### config.mk
export PLATFORM = sky130hd
export DESIGN_NAME = conv_row_ctrl
export DESIGN_NICKNAME = d
export VERILOG_FILES = /design/src/rtl/conv_pkg.sv /design/src/rtl/conv_mac.sv /design/src/rtl/conv_row_ctrl.sv
export SDC_FILE = /design/constraint.sdc
export NUM_CORES = 1
export LEC_CHECK = 0
export ABC_AREA = 1
export CAP_MARGIN = 20
export CORE_MARGIN = 10
export CORE_UTILIZATION = 45
export DETAILED_ROUTE_END_ITERATION = 10
export SYNTH_ARGS = -nofsm -noshare
export SYNTH_HDL_FRONTEND = slang
export SYNTH_SLANG_ARGS = --single-unit
### constraint.sdc
create_clock -name clk -period 7.96 [get_ports clk]
set_clock_uncertainty 0.15 [all_clocks]
set_input_delay 1.194 -clock clk [delete_from_list [all_inputs] [get_ports clk]]
set_output_delay 1.194 -clock clk [all_outputs]
set_load 0.01 [all_outputs]
### src/rtl/conv_pkg.sv
// Shared types for the row convolution controller: pixel/coefficient types and FSM states.
package conv_pkg;

    typedef logic signed [7:0] pixel_t;
    typedef logic signed [7:0] coef_t;

    typedef enum logic [2:0] {
        StIdle,
        StLoadK,
        StFill,
        StAccept,
        StMac,
        StOut,
        StDone
    } ctrl_state_t;

    // Counter width able to hold 0..n-1, never narrower than one bit.
    function automatic int unsigned cnt_w(input int unsigned n);
        return (n > 1) ? $clog2(n) : 1;
    endfunction

endpackage

### src/rtl/conv_mac.sv
// Single 8-bit wrapping multiply-accumulate; clear has priority over enable.
module conv_mac
    import conv_pkg::*;
(
    input  logic   clk,
    input  logic   rst_n,
    input  logic   i_clr,
    input  logic   i_en,
    input  pixel_t i_pix,
    input  coef_t  i_coef,
    output pixel_t o_acc
);

    pixel_t r_acc;
    pixel_t w_prod;

    // Only the low 8 bits of the product survive, giving modulo-256 arithmetic.
    assign w_prod = i_pix * i_coef;

    always_ff @(posedge clk or negedge rst_n) begin
        if (!rst_n) begin
            r_acc <= '0;
        end else if (i_clr) begin
            r_acc <= '0;
        end else if (i_en) begin
            r_acc <= r_acc + w_prod;
        end
    end

    assign o_acc = r_acc;

endmodule

### src/rtl/conv_row_ctrl.sv
// Row convolution controller: loads K taps, slides a K-pixel window along a D-pixel row and
// emits D-K+1 valid-region results through a single time-shared MAC.
module conv_row_ctrl
    import conv_pkg::*;
#(
    parameter int unsigned D = 640,
    parameter int unsigned K = 3
) (
    input  logic   clk,
    input  logic   rst_n,
    input  logic   i_start,
    input  logic   i_kern_valid,
    output logic   o_kern_ready,
    input  coef_t  i_kern_data,
    input  logic   i_pix_valid,
    output logic   o_pix_ready,
    input  pixel_t i_pix_data,
    output logic   o_res_valid,
    input  logic   i_res_ready,
    output pixel_t o_res_data,
    output logic   o_busy,
    output logic   o_done
);

    localparam int unsigned NRes     = D - K + 1;
    localparam int unsigned TW       = cnt_w(K);
    localparam int unsigned OW       = cnt_w(NRes);
    localparam int unsigned FillLast = (K > 1) ? K - 2 : 0;

    ctrl_state_t   r_state;
    ctrl_state_t   w_state_nxt;
    logic [TW-1:0] r_tap;
    logic [OW-1:0] r_ocnt;
    pixel_t        r_win  [K];
    coef_t         r_kern [K];

    logic   w_last_tap;
    logic   w_last_res;
    logic   w_pix_xfer;
    logic   w_start_job;
    logic   w_mac_clr;
    logic   w_mac_en;
    pixel_t w_tap_pix;
    coef_t  w_tap_coef;

    assign w_last_tap  = (r_tap == TW'(K - 1));
    assign w_last_res  = (r_ocnt == OW'(NRes - 1));
    assign w_pix_xfer  = o_pix_ready & i_pix_valid;
    assign w_start_job = (r_state == StIdle) & i_start;
    assign w_mac_clr   = w_start_job | ((r_state == StAccept) & i_pix_valid);
    assign w_mac_en    = (r_state == StMac);
    assign o_busy      = (r_state != StIdle);

    always_ff @(posedge clk or negedge rst_n) begin
        if (!rst_n) begin
            r_state <= StIdle;
        end else begin
            r_state <= w_state_nxt;
        end
    end

    always_comb begin
        w_state_nxt  = r_state;
        o_kern_ready = 1'b0;
        o_pix_ready  = 1'b0;
        o_res_valid  = 1'b0;
        o_done       = 1'b0;
        unique case (r_state)
            StIdle: begin
                if (i_start) w_state_nxt = StLoadK;
            end
            StLoadK: begin
                o_kern_ready = 1'b1;
                if (i_kern_valid && w_last_tap) w_state_nxt = (K > 1) ? StFill : StAccept;
            end
            StFill: begin
                o_pix_ready = 1'b1;
                if (i_pix_valid && (r_tap == TW'(FillLast))) w_state_nxt = StAccept;
            end
            StAccept: begin
                o_pix_ready = 1'b1;
                if (i_pix_valid) w_state_nxt = StMac;
            end
            StMac: begin
                if (w_last_tap) w_state_nxt = StOut;
            end
            StOut: begin
                o_res_valid = 1'b1;
                if (i_res_ready) w_state_nxt = w_last_res ? StDone : StAccept;
            end
            StDone: begin
                o_done      = 1'b1;
                w_state_nxt = StIdle;
            end
            default: w_state_nxt = StIdle;
        endcase
    end

    always_ff @(posedge clk or negedge rst_n) begin
        if (!rst_n) begin
            r_tap  <= '0;
            r_ocnt <= '0;
            for (int i = 0; i < int'(K); i++) begin
                r_win[i]  <= '0;
                r_kern[i] <= '0;
            end
        end else begin
            unique case (r_state)
                StIdle: begin
                    if (i_start) begin
                        r_tap  <= '0;
                        r_ocnt <= '0;
                        for (int i = 0; i < int'(K); i++) r_win[i] <= '0;
                    end
                end
                StLoadK: begin
                    if (i_kern_valid) begin
                        for (int j = 0; j < int'(K); j++) begin
                            if (r_tap == TW'(j)) r_kern[j] <= i_kern_data;
                        end
                        r_tap <= w_last_tap ? '0 : r_tap + 1'b1;
                    end
                end
                StFill: begin
                    if (i_pix_valid) r_tap <= (r_tap == TW'(FillLast)) ? '0 : r_tap + 1'b1;
                end
                StMac: r_tap <= w_last_tap ? '0 : r_tap + 1'b1;
                StOut: begin
                    if (i_res_ready && !w_last_res) r_ocnt <= r_ocnt + 1'b1;
                end
                default: ;
            endcase
            // Newest pixel enters at the top so r_win[j] always pairs with r_kern[j].
            if (w_pix_xfer) begin
                for (int i = 0; i < int'(K) - 1; i++) r_win[i] <= r_win[i+1];
                r_win[K-1] <= i_pix_data;
            end
        end
    end

    always_comb begin
        w_tap_pix  = '0;
        w_tap_coef = '0;
        for (int j = 0; j < int'(K); j++) begin
            if (r_tap == TW'(j)) begin
                w_tap_pix  = r_win[j];
                w_tap_coef = r_kern[j];
            end
        end
    end

    conv_mac u_mac (
        .clk    (clk),
        .rst_n  (rst_n),
        .i_clr  (w_mac_clr),
        .i_en   (w_mac_en),
        .i_pix  (w_tap_pix),
        .i_coef (w_tap_coef),
        .o_acc  (o_res_data)
    );

endmodule

# == Word level (Yosys, flattened, before mapping) ==
# Cells that the tools add are included.
# word_totals
regBits,71
input_bits,22
out_inout_bits,13
# classes
addsub,3
multipliers,1
eq_ne,18
mux,32
n_bitwise,4
reduce_logical,20
# op_table
op,count
$mux 24,3
$mux 8,8
$mux 3,7
$mux 10,2
$pmux 10 s2,1
$ne 2x2->1 const B,9
$pmux 3 s6,1
$reduce_and 3->1,4
$add 10x1->10 const B,1
$eq 10x10->1 const B,1
$mux 2,5
$eq 3x3->1 const B,3
$add 8x8->8,1
$mul 8x8->8,1
$pmux 2 s4,1
$reduce_bool 2->1,4
$eq 3x2->1 const B,2
$reduce_and 6->1,1
$mux 1,4
$reduce_and 4->1,1
$reduce_bool 4->1,1
$and 1x1->1,3
$eq 3x1->1 const B,1
$logic_and 1x1->1,3
other kinds (10),10

# == Logic depth before layout (Yosys ltp) ==
# Gate-level depths: netlist (run 1).
# logic_depth
depth_word,8
depth_mapped,32

# == By module ==
# Synthesis (run 1) repeated with hierarchy kept, for this count alone.
# hier_totals
cells_unflattened,611
hier_area_um2,4757.1
# modules_own_cells
module,n_inst,cells_per_inst,area_each_um2,seq_area_each_um2
conv_row_ctrl,1,400,3235.6,1576.5
conv_mac,1,211,1521.5,200.2

# == Worst setup path before layout (run 1) ==
# OpenSTA, ideal clock, no wires.
# synth_path
kind,reg2reg
start,reg r_tap[0]
end,reg u_mac.r_acc[7] (netlist: u_mac.o_acc[7])
setup_time_ns,0.113
t_arrival_ns,4.519
t_required_ns,7.697
path_slack_ns,3.178
stages_incl_launch_ff,29
n_path_buf,1
period_less_slack_ns,4.782
path_cell_list,dfrtp_1 > inv_2 > buf_2 > o21ai_0 > a21oi_1 > nand2_1 > fa_1 > fa_1 > fa_1 > inv_1 > fa_1 > ha_1 > ha_1 > a21oi_1 > nand2_1 > inv_1 > nand2_1 > nand2_1 > nand2_1 > nand2_1 > nand2_1 > nand2_1 > nand2_1 > nand2_1 > inv_1 > nand2_1 > nand3_1 > nand2_1 > inv_1
# synth_via
elab_chain_cells,8
elab_cells_between_ends,13
classes_between,add/sub (1); mul (1); eq/ne (2); mux (8); reduce/logical (1)
# synth_lines
item,line_no,rtl
start: declaration,conv_row_ctrl.sv:32,logic [TW-1:0] r_tap;
start signal: assignment,conv_row_ctrl.sv:121,r_tap <= w_last_tap ? '0 : r_tap + 1'b1;
start signal: assignment,conv_row_ctrl.sv:125,if (i_pix_valid) r_tap <= (r_tap == TW'(FillLast)) ? '0 : r_tap + 1'b1;
start signal: assignment,conv_row_ctrl.sv:127,StMac: r_tap <= w_last_tap ? '0 : r_tap + 1'b1;
$logic_not 2->1,conv_row_ctrl.sv:145,if (r_tap == TW'(j)) begin
$mux 8 (3 in series),conv_row_ctrl.sv:145,
$mul 8x8->8 (*),conv_mac.sv:18,assign w_prod = i_pix * i_coef;
$add 8x8->8 (*),conv_mac.sv:26,r_acc <= r_acc + w_prod;
$mux 8 (*),conv_mac.sv:25,end else if (i_en) begin
$mux 8 (*),conv_mac.sv:23,end else if (i_clr) begin
end signal: assignment,conv_mac.sv:26,
end: declaration,conv_mac.sv:14,pixel_t r_acc;
# Mark *: on every way between the ends. The rest lies on a longest branch, timed or not. The select of a mux whose other input is x is not followed.
# A chain may end at the register's enable or synchronous reset.

# == Worst setup path after layout (run 1) ==
# layout_path
start,reg r_tap[1]
end,reg u_mac.r_acc[7] (netlist: u_mac.o_acc[7])
# The elaborated chain is that of the path after synthesis.

==> results of run 1 <==
==> sequential cells by signal (all words and copies together), names as in the netlist <==
name,cells
r_win,24
r_state,3
r_tap,2
r_kern,24
r_ocnt,10
u_mac.o_acc,8
==> final timing paths <==
kind | start | endpoint | slack (ns) | depth (start not counted)
max reg2reg | r_tap[1]$_DFFE_PN0P_ | u_mac.o_acc[7]$_DFFE_PN0P_ | 2.32 | 27
min reg2reg | r_kern[7]$_DFFE_PN0P_ | r_kern[7]$_DFFE_PN0P_ | 0.34 | 2
max | r_tap[1]$_DFFE_PN0P_ | u_mac.o_acc[7]$_DFFE_PN0P_ | 2.32 | 27
max in group asynchronous | rst_n | r_kern[7]$_DFFE_PN0P_ | 6.15 | 2
min in group asynchronous | rst_n | r_ocnt[6]$_DFFE_PN0P_ | 0.88 | 2
min | r_kern[7]$_DFFE_PN0P_ | r_kern[7]$_DFFE_PN0P_ | 0.34 | 2
==> logic make-up after synthesis <==
| logic type | count (synthesis) | synth area share |
|---|---|---|
| xor+xnor | 4 | 0.00763 |
| fa+ha+maj | 40 | 0.138 |
| buf+inv | 130 | 0.110 |
| compound gates | 100 | 0.119 |
| simple gates | 263 | 0.238 |
| flops | 71 | 0.387 |
==> area by class of cell <==
| cell class | instances | area (um2) |
|---|---|---|
| clock buffer | 9 | 124 |
| clock inverter | 6 | 61.3 |
| fill | 970 | 4650 |
| inverter | 115 | 432 |
| multi-input combinational | 407 | 2310 |
| sequential | 71 | 1780 |
| tap | 133 | 166 |
| timing repair buffer | 35 | 343 |
==> critical path: stages, from the launching register on <==
cell	delay, ns
dfrtp_1	0.54
nor2_1	0.73
nand2_1	0.17
nand3_2	0.19
nand2_1	0.09
fa_1	0.46
fa_1	0.52
fa_1	0.49
inv_1	0.05
fa_1	0.47
ha_1	0.30
ha_1	0.34
a21oi_1	0.15
nand2_1	0.09
inv_1	0.06
nand2_1	0.06
nand2_1	0.07
nand2_1	0.07
nand2_1	0.06
nand2_1	0.06
nand2_1	0.06
nand2_1	0.04
nand2_1	0.06
inv_1	0.04
nand2_1	0.05
nand3_1	0.06
nand2_1	0.07
inv_1	0.04
==> stage by stage <==
| stage | setup slack, ns | instances | hold slack, ns |
|---|---|---|---|
| 3_5_place_dp | 2.38 | 761 | 0.325 |
| 2_1_floorplan | 3.18 | 608 | 0.294 |
| 4_1_cts | 2.36 | 776 | 0.343 |
| 3_3_place_gp | 2.52 | 761 | 0.320 |
| 5_1_grt | 1.81 | 776 | 0.364 |
| 6_report | 2.32 | 776 | 0.336 |
==> layer usage <==
| layer | GRT usage | wire length, um |
|---|---|---|
| met5 | 0 | 0 |
| met4 | 0.0671 | 257 |
| met3 | 0.0423 | 606 |
| met2 | 0.262 | 5230 |
| met1 | 0.212 | 5260 |
==> layout by cell type (no fill, tap or decap), types with 2 or more instances in the layout <==
cell type / Yosys / final
o21ai_0: 57 / 57
xor2_1: 2 / 2
inv_2: 3 / 3
nor3_1: 3 / 3
nand3b_1: 3 / 3
inv_1: 111 / 111
clkinv_2: 0 / 3
nand4_1: 2 / 2
clkdlybuf4s50_1: 0 / 33
ha_1: 22 / 22
nor2_1: 43 / 43
a21oi_1: 20 / 20
nand3_1: 46 / 46
o22ai_1: 14 / 14
fa_1: 18 / 18
dfrtp_1: 71 / 71
nor2_2: 5 / 5
nand2_1: 157 / 157
clkbuf_8: 0 / 9
xnor2_1: 2 / 2
==> summary.txt, run 1 <==
Run status
  – Status: completed

Drt
  – Routed vias: 3,915
  – Via/cell ratio: 5.05
  – WL per Instance: around 15 um
  – Initial drt markers: 335
  – DRC errors left: 0
  – 1st-pass router iterations: 5
  – Wirelength, routed: 11.4 mm
  – Routed Antenna Nets: 0

Global route
  – Total grt overflow: 0
  – Total Routing Usage GR: 0.166
  – Initial antenna violation count: 0
  – Number of global-route vias before repair: between 3k and 4k
  – Largest net degree at the start of global routing: roughly 70
  – First-pass GRT wire length: about 20 mm

Synthesis
  – Yosys cell types: 35
  – EDFF count, synth: 0
  – Sequential-to-total area share from yosys stat: 0.387
  – FF+latch count, synth: 71
  – Syn avg cell area: 7.56 um2
  – Net Count, Synth: 670
  – Top cells by count, synth: 157 x nand2_1, 111 x inv_1, 71 x dfrtp_1
  – Mapped Cells: 608
  – Synth area leaders: dfrtp_1 39%, nand2_1 13%, inv_1 9.1%
  – Top-count cell post-synth: nand2_1
  – Synthesized cell area: 4590 um2
  – Synth Flop Type: dfrtp_1
  – Async SR Flop Fraction: 1.00
  – Top-area cell type share of the netlist area: 0.387
  – Ys Warns: 0
  – Yosys top cell by area: dfrtp_1

Cells and area
  – Nets: between 700 and 800
  – Antenna diode count: 0
  – Share of cells above drive strength 1: 0.0451
  – Cell area after layout: around 5200 um2
  – Util after Layout: 0.529
  – Area growth syn-to-layout: 13.5%

Placement
  – PortBufs: 34
  – DP Area: ~5000 um2
  – Detailed Place HPWL: roughly 9 mm
  – GPL Wtd Cong: a little under 0.9

Critical path
  – Critical path peak fanout: 15
  – CP Class: reg2reg
  – CP Launch Type: flip-flop
  – CP Capture Type: flip-flop
  – Critical Path AT: 5.75 ns
  – Worst Path Required: 8.07 ns

CTS
  – Postcts setup bufs: 0
  – CTS Hold Bufs: 0
  – Post-CTS sizing: 0
  – Skew-Pair Late Insertion Delay: 0.36 ns
  – Clock Path Buffers: 2
  – CTS tree: done
  – TritonCTS Buffers: 9
  – Clk slew on worst S/H paths: around 0.080 ns
  – CTS root buf: clkbuf_8
  – Sink Count: 71
  – Htree depth: 3

Floorplan
  – Core outline area: 9860 um2
  – Chip width: 121 um
  – Die H: 121 um
  – Std cell rows: 36
  – I/O pins: 35
  – Die area: ~15,000 um2
  – Initial Utilization: 0.466

Timing
  – Endpoints failing setup: 0
  – Maximum clock rate: ~180 MHz
  – Worst-Margin Slew: roughly 0.91 ns
  – Normalized max-slew margin: 0.392
  – Final hold violation count: 0
  – Crit share post-route: 0.708
  – Slew Limit Fails: 0
  – Setup TNS: 0 ns
  – RSZ-0062 raised after global routing: false
  – Final min period: 5.64 ns

Hold path
  – Hold Path Class: reg2reg

Run
  – Maxcap violations: 0
Power of run 1 is left out: the tool's default activity adds up to more than one toggle a clock period on the data nets, which glitch-free logic cannot reach.
==> inputs of run 2 (changes only) <==
--- a/config.mk
+++ b/config.mk
@@ -10,6 +10,7 @@
 export CORE_MARGIN = 10
 export CORE_UTILIZATION = 45
 export DETAILED_ROUTE_END_ITERATION = 10
+export PLACE_DENSITY = 0.67
 export SYNTH_ARGS = -nofsm -noshare
 export SYNTH_HDL_FRONTEND = slang
 export SYNTH_SLANG_ARGS = --single-unit
==> constraint.sdc (replaced) <==
create_clock -name clk -period 4.6 [get_ports clk]
set_clock_uncertainty 0.15 [all_clocks]
set_input_delay 0.69 -clock clk [delete_from_list [all_inputs] [get_ports clk]]
set_output_delay 0.69 -clock clk [all_outputs]
set_load 0.01 [all_outputs]
==> run 2 against run 1 <==
The run now ends with setup timing left. Setup slack got worse by 2.5 ns. Global-route usage decreased by 0.15 points. Hold slack lost 0.017 ns. Non-clock buffer count grew 60. Critical endpoint unchanged. Highest routed layer unchanged.
==> summary.txt, run 2 (synthesized netlist as in run 1, its figures left out) <==
Run status
  – Status: finished with violations
  – Failing checks: setup timing

Drt
  – Via/cell ratio: 4.92
  – Wirelength, routed: about 12 mm
  – Initial drt markers: 289
  – Routed vias: 4,122
  – Routed Antenna Nets: 0
  – WL per Instance: 14.1 um
  – 1st-pass router iterations: 7
  – DRC errors left: 0

Cells and area
  – Area growth syn-to-layout: 30.4%
  – Nets: 762
  – Share of cells above drive strength 1: 0.213
  – Most common cell after layout, fill and taps aside: nand2_1
  – Most frequent cells in the layout: 134 x nand2_1, 104 x inv_1, 69 x dfrtp_1, 54 x o21ai_0, 52 x buf_4
  – Final Instance Count excl. Fillers: 837
  – Antenna diode count: 0
  – Util after Layout: 0.607
  – Leading registers by flop count: r_kern x24, r_win x24, r_ocnt x10

Timing
  – Worst-Margin Slew: 0.928 ns
  – Maximum clock rate: 207 MHz
  – RSZ-0062 raised after global routing: true
  – Slew Limit Fails: 0
  – Endpoints failing setup: 1
  – Normalized max-slew margin: 0.381
  – Setup TNS: -0.227 ns
  – Worst setup margin: -0.227 ns
  – Final min period: 4.83 ns
  – Final hold violation count: 0
  – Crit share post-route: 1.05

Global route
  – Total grt overflow: 0
  – Number of global-route vias before repair: 4,136
  – Total Routing Usage GR: 0.165
  – Initial antenna violation count: 0
  – Largest net degree at the start of global routing: 42
  – First-pass GRT wire length: about 20 mm

Hold path
  – Hold Path Class: in2async

CTS
  – Htree depth: 3
  – Clock Path Buffers: 2
  – TritonCTS Buffers: 9
  – Clk slew on worst S/H paths: 0.08 ns
  – CTS tree: done
  – CTS root buf: clkbuf_8
  – Skew-Pair Late Insertion Delay: 0.36 ns
  – CTS Hold Bufs: 0
  – Sink Count: around 70

Critical path
  – Worst Path Required: 4.70 ns
  – CP Capture Type: flip-flop
  – R2R setup slack: -0.23 ns
  – CP peak stage delay: between 0.5 and 0.6 ns
  – Critical-path top delay cell: fa_1
  – CP Launch Type: flip-flop
  – Critical Path AT: 4.93 ns
  – Critical path peak fanout: 6
  – CP dominant cell by count: nand2_2
  – CP Class: reg2reg

Floorplan
  – I/O pins: 35
  – Chip width: 121 um
  – Die area: 14,700 um2
  – Die H: about 120 um
  – Std cell rows: 36
  – Initial Utilization: 0.466
  – Core outline area: ~9900 um2

Placement
  – Post-Place Cells: 807
  – DP Worst Slack: -0.387 ns
  – PortBufs: 34
  – GPL Wtd Cong: 0.935
  – Detailed Place HPWL: 8.94 mm

Run
  – Maxcap violations: 0
[run 2: cell count changes in the layout (fill, tap and decap cells not counted), moves of 6 or more]
| cell | delta |
|---|---|
| nand2_1 | -23 |
| inv_1 | -7 |
| nor2_4 | +10 |
| nor2_1 | -8 |
| ha_1 | -7 |
| buf_6 | +8 |
| nand2_2 | +21 |
| a21oi_1 | -6 |
| nand3_1 | -7 |
| buf_4 | +51 |
| nand3_2 | +7 |
[run 2: worst paths after layout]
path,start,end,cells past startpoint
max,r_tap[0]$_DFFE_PN0P_,u_mac.o_acc[7]$_DFFE_PN0P_,31
min,rst_n,r_ocnt[1]$_DFFE_PN0P_,1
max reg2reg,r_tap[0]$_DFFE_PN0P_,u_mac.o_acc[7]$_DFFE_PN0P_,31
min reg2reg,r_kern[7]$_DFFE_PN0P_,r_kern[7]$_DFFE_PN0P_,2
max in group asynchronous,rst_n,r_tap[1]$_DFFE_PN0P_,2
min in group clk,r_kern[7]$_DFFE_PN0P_,r_kern[7]$_DFFE_PN0P_,2
[run 2: through the flow]
step | cell area, um2 | hold WS (ns)
floorplan | 4630 | 0.244
global placement | 5420 | 0.311
detailed placement | 5420 | 0.316
CTS | 5780 | 0.334
global route | 5990 | 0.364
finish | 5990 | 0.319
[run 2: per-layer routing]
metal | track usage | part of all wire | vias up
met2 | 0.264 | 0.48 | 74
met3 | 0.0242 | 0.034 | 16
met4 | 0.0671 | 0.020 | 0
li1 | - | - | 2100
met5 | 0 | 0 | -
met1 | 0.217 | 0.46 | 1932
[run 2: cell type report]
type                       count  area, um2
inverter                     115        439
tap                          133        166
clock buffer                  13        159
sequential                    71       1780
multi-input combinational    408       2590
timing repair buffer          95        836
clock inverter                 2       16.3
fill                         869       3870
[run 2: worst max-delay path: cells and delay by family, from the launching register on]
family | cells | cell delay [ns]
DFF | 1 | 0.48
buffers and inverters | 7 | 0.48
adders and majority gates | 6 | 2.37
and+or+nand+nor | 18 | 1.21
[run 2: what timing repair did]
action / CTS / global route
pin swaps: 12 / 33
resized for setup: 30 / 55
gates cloned: 0 / 1
endpoints found under the setup margin: 2 / 3
buffers inserted: 10 / 4
Power of run 2 is left out for the same reason.
